### config.mk
export PLATFORM = sky130hd
export DESIGN_NAME = hsync_rx_buffer
export DESIGN_NICKNAME = d
export VERILOG_FILES = /design/src/rtl/hsync_rx_buffer.sv
export SDC_FILE = /design/constraint.sdc
export NUM_CORES = 1
export LEC_CHECK = 0
export ABC_CLOCK_PERIOD_IN_PS = 2700
export CORE_ASPECT_RATIO = 1.5
export CORE_UTILIZATION = 45
export DETAILED_ROUTE_END_ITERATION = 8
export GPL_TIMING_DRIVEN = 0
export PLACE_DENSITY = 0.68
export SLEW_MARGIN = 20
export SYNTH_ARGS = -nofsm -noshare
export SYNTH_HDL_FRONTEND = slang
export SYNTH_SLANG_ARGS = --single-unit
### constraint.sdc
create_clock -name clk_r -period 2.7 [get_ports clk_r]
set_clock_uncertainty 0.2 [all_clocks]
set_input_delay 0.54 -clock clk_r [delete_from_list [all_inputs] [get_ports clk_r]]
set_output_delay 0.54 -clock clk_r [all_outputs]
set_load 0.1 [all_outputs]
### src/rtl/hsync_rx_buffer.sv
// rtl/hsync_rx_buffer.sv - receive-side 4-phase req/ack handshake with a show-ahead FIFO
//
// Purpose:
//    Destination end of a req/ack clock-domain crossing. req_in is synchronized
//    into clk_r, datain is captured once per request into a small FIFO, and
//    ack_out is returned to the source. While the FIFO is full, ack_out is
//    withheld, which holds the source off. The FIFO is drained through a
//    valid/ready interface.
//
// Ports:
//    clk_r       in   receive-domain clock (only clock)
//    reset_r     in   synchronous active-high reset
//    req_in      in   source request, asynchronous to clk_r
//    datain      in   source data, held stable by the source while req is up
//    ack_out     out  acknowledge to source, straight from a flop
//    dout        out  FIFO head word (show-ahead)
//    dout_valid  out  FIFO non-empty
//    dout_ready  in   consumer takes the head word
//    level       out  FIFO occupancy 0..DEPTH

module hsync_rx_buffer #(
   parameter int DATA_W      = 8,
   parameter int DEPTH       = 4,
   parameter int SYNC_STAGES = 2
) (
   input  logic                       clk_r,
   input  logic                       reset_r,
   input  logic                       req_in,
   input  logic [DATA_W-1:0]          datain,
   output logic                       ack_out,
   output logic [DATA_W-1:0]          dout,
   output logic                       dout_valid,
   input  logic                       dout_ready,
   output logic [$clog2(DEPTH+1)-1:0] level
);

   localparam int PTR_W = $clog2(DEPTH);
   localparam int LVL_W = $clog2(DEPTH+1);

   localparam logic [0:0] ST_IDLE = 1'b0;
   localparam logic [0:0] ST_ACK  = 1'b1;

   logic [SYNC_STAGES-1:0] sync_q;
   logic                   req_sync;

   logic [0:0]             state_q, state_d;
   logic                   ack_q, ack_d;
   logic [PTR_W-1:0]       wr_ptr_q, wr_ptr_d;
   logic [PTR_W-1:0]       rd_ptr_q, rd_ptr_d;
   logic [LVL_W-1:0]       level_q, level_d;
   logic [DATA_W-1:0]      mem_q [DEPTH];

   logic                   full;
   logic                   wr_en;
   logic                   pop;

   // Only the first flop of this chain ever sees req_in, so metastability
   // stays confined there.
   always_ff @(posedge clk_r) begin
      if (reset_r) begin
         sync_q <= '0;
      end else begin
         sync_q <= {sync_q[SYNC_STAGES-2:0], req_in};
      end
   end

   assign req_sync = sync_q[SYNC_STAGES-1];

   // Full is judged on the registered level only: a pop in the same cycle
   // does not open a slot until the following edge.
   assign full  = (level_q == LVL_W'(DEPTH));
   assign wr_en = (state_q == ST_IDLE) && req_sync && !full;
   assign pop   = (level_q != '0) && dout_ready;

   always_comb begin
      state_d = state_q;
      ack_d   = ack_q;
      case (state_q)
         ST_IDLE: begin
            if (wr_en) begin
               state_d = ST_ACK;
               ack_d   = 1'b1;
            end
         end
         ST_ACK: begin
            // Stay here until the source drops req, so each req high phase
            // produces exactly one write.
            if (!req_sync) begin
               state_d = ST_IDLE;
               ack_d   = 1'b0;
            end
         end
         default: begin
            state_d = ST_IDLE;
            ack_d   = 1'b0;
         end
      endcase
   end

   always_comb begin
      wr_ptr_d = wr_ptr_q;
      rd_ptr_d = rd_ptr_q;
      level_d  = level_q;
      if (wr_en) begin
         wr_ptr_d = wr_ptr_q + PTR_W'(1);
      end
      if (pop) begin
         rd_ptr_d = rd_ptr_q + PTR_W'(1);
      end
      case ({wr_en, pop})
         2'b10:   level_d = level_q + LVL_W'(1);
         2'b01:   level_d = level_q - LVL_W'(1);
         default: level_d = level_q;
      endcase
   end

   always_ff @(posedge clk_r) begin
      if (reset_r) begin
         state_q  <= ST_IDLE;
         ack_q    <= 1'b0;
         wr_ptr_q <= '0;
         rd_ptr_q <= '0;
         level_q  <= '0;
      end else begin
         state_q  <= state_d;
         ack_q    <= ack_d;
         wr_ptr_q <= wr_ptr_d;
         rd_ptr_q <= rd_ptr_d;
         level_q  <= level_d;
      end
   end

   // Storage is intentionally not reset; level gates its visibility.
   always_ff @(posedge clk_r) begin
      if (wr_en) begin
         mem_q[wr_ptr_q] <= datain;
      end
   end

   always_ff @(posedge clk_r) begin
      if (!reset_r && wr_en) begin
         assert (level_q != LVL_W'(DEPTH));
      end
   end

   assign ack_out    = ack_q;
   assign dout       = mem_q[rd_ptr_q];
   assign dout_valid = (level_q != '0);
   assign level      = level_q;

endmodule

==> impl_metrics.ini <==
[run_status]
status = finished, final reports clean

[route]
drt_iter0_drc = 8
final_antenna_net_count = 0
wl_per_cell_um = 15.2
num_vias = 927
vias_per_cell = 5.15
firstDrtPassIters = 4
route.detailed.drc = 0
wl_um = 2740

[worst_setup_path]
crit_path_end_kind = flip-flop
worstSetupPathType = reg -> reg
crit_required_ns = 2.71
arrival_ns = 2.58
start_kind = flip-flop
crit_fanout = 7

[cts]
htreeDepth = 2
root_buffer = clkbuf_8
clk_latency_ns = 0.28
cts_buffers = 5
cts_buffer_depth = 2
cts_tree = built
cts.sinks = 45
hold_buffers = 0
path_clk_slew_ns = 0.07

[sta]
layout_min_cycle_time_ns = 2.57
maxSlewHeadroom = 0.354
timing.fmax_mhz = 390
setup_tns_ns = 0
setup_violations = 0
rsz0062_at_grt = false
finalHoldViolCount = 0
worst_slew_pin_slew_ns = 0.967
whs_ns = 0.249
drv_slew = 0
final.period_utilization = 0.951
worst_slack_ns = 0.133

[final_layout]
nets = 154
multi_input_area_um2 = 508
area_growth_pct = 20.0
final-seq-area_um2 = 1230
final_cells = 180
drive_gt1_frac = 0.270
diodes = 0
fin_area_um2 = 2120
fill_cells = 314

[power_and_ir_drop]
clkPwrFrac = 0.202
combPwrFrac = 0.365
p_switching_w = 0.000730
powerDensity_nw_per_um2 = 877
power_leakage_nw = 0.721
seq_power_share = 0.433
switching_share = 0.393
power.internal_w = 0.00113
peakVddDrop_uv = 754

[placement]
dp_cells = 171
dp_slack_ns = -0.194
globalplace.congestion = 0.631
io_buffers = 24
placed_cell_area_um2 = 2070
place_hpwl_um = 1910

[floorplan]
core-area_um2 = 3720
row_count = 27
die-area_um2 = 4180
die_h_um = 78.7
start_util = 0.475
ios = 25
fp.dieW_um = 53.1

[synth]
syn_inst = 104
ys_seq_elements = 45
yosys.area_share.xor_xnor = 0.0198
ys_types = 26
seq_area_frac_synth = 0.692
async_reset_ff_frac = 0
synth_area_um2 = 1770
avgSynthCellArea_um2 = 17.0
synth-adder-area-share = 0.0468
synth-edff-count = 32
ys.flop_type = edfxtp_1
muxShareOfSynthArea = 0.116
yosysWarnings = 0
synth-simple-area-share = 0.0773
synth_compound_area_frac = 0.0262
syn-num-nets = 122
synth_top_family_by_area = multiplexers

[global_route]
grt_pass1_vias = 942
globalRouteTotalUtil = 0.153
overflow = 0
antenna_found_initial = 0
grt_first_pass_wirelength_um = 4420
grt_max_degree = 14

[hold_path]
holdCritPathClass = reg -> reg

[job]
maxCapViolations = 0
layer usage:
layer,vias up,global-route usage,share of wire
li1,442,-,-
met1,453,0.174,0.39
met2,27,0.258,0.54
met3,5,0.0498,0.053
met4,0,0.0632,0.019
met5,-,0,0
metrics by stage:
stage | power [W] | util
after detailed placement | 0.00153 | 0.557
after CTS | 0.00190 | 0.581
after global routing | 0.00194 | 0.570
final | 0.00186 | 0.570
after floorplan | 0.00138 | -
after global placement | 0.00152 | 0.557
repair_timing:
item	4_1_cts	5_1_grt
hold endpoints to repair	0	0
setup endpoints to repair	9	9
buffers inserted	0	1
resized for setup	25	17
path summary, 6_finish.rpt:
check,startpoint,endpoint,slack (ns),cells after the start
max,level[1],level[2],0.13,9
min,sync_q[0],sync_q[1],0.25,1
max reg2reg,level[1],level[2],0.13,9
min reg2reg,sync_q[0],sync_q[1],0.25,1
kinds of logic (layout without fill, tap and decap cells):
| group | Yosys count | after routing |
|---|---|---|
| compound gates | 7 | 7 |
| xor+xnor | 4 | 4 |
| fa+ha+maj | 6 | 6 |
| buf+inv | 10 | 43 |
| flops | 45 | 45 |
| mux | 10 | 10 |
| simple gates | 22 | 22 |
critical path, cell delays in order, from the launching register on:
cell	delay (ns)
dfxtp_4	0.36
or3b_1	0.39
nor3b_4	0.16
inv_1	0.06
ha_2	0.18
inv_1	0.05
fa_1	0.37
xor2_1	0.16
or3_2	0.40
a21oi_1	0.14
cell type report:
| cell class | count | share of cell area |
|---|---|---|
| tap | 43 | 0.0254 |
| clock buffer | 5 | 0.0325 |
| multi-input combinational | 49 | 0.240 |
| clock inverter | 3 | 0.00591 |
| sequential | 45 | 0.581 |
| inverter | 7 | 0.0124 |
| timing repair buffer | 25 | 0.0975 |
| buffer | 3 | 0.00591 |
power by group through the flow:
| stage | registers (W) | clock network [W] | logic [W] |
|---|---|---|---|
| 2_1_floorplan | 0.000903 | 0 | 0.000478 |
| 3_3_place_gp | 0.000818 | 0 | 0.000704 |
| 3_5_place_dp | 0.000820 | 0 | 0.000714 |
| 4_1_cts | 0.000804 | 0.000392 | 0.000701 |
| 5_1_grt | 0.000811 | 0.000415 | 0.000717 |
| 6_report | 0.000804 | 0.000376 | 0.000678 |
state kept, by name, indices dropped and copies added (netlist names), named ones only:
signal	flops
ack_out	1
level	3
mem_q	32
rd_ptr_q	2
state_q	1
sync_q	2
wr_ptr_q	2
placed cells by master, fill, tap and decap left out, types with 3 or more instances in the layout:
cell type,synthesis,layout
clkdlybuf4s50_1,0,15
mux4_2,8,8
ha_1,5,4
nor2_1,9,9
xor2_1,3,3
inv_1,7,7
buf_2,1,9
clkbuf_8,0,5
edfxtp_1,32,32
dfxtp_1,13,10
and2_2,4,4
a21oi_1,3,3
cells in the mapped netlist (all sizes together), types with 3 or more instances:
cell    count  area [um^2]
a21oi       3         15.0
and2        4         30.0
dfxtp      13          260
edfxtp     32          961
ha          5         62.6
inv         7         26.3
mux4        8          180
nor2        9         33.8
xor2        3         26.3
Note: power is estimated with default switching activity, not from simulation.
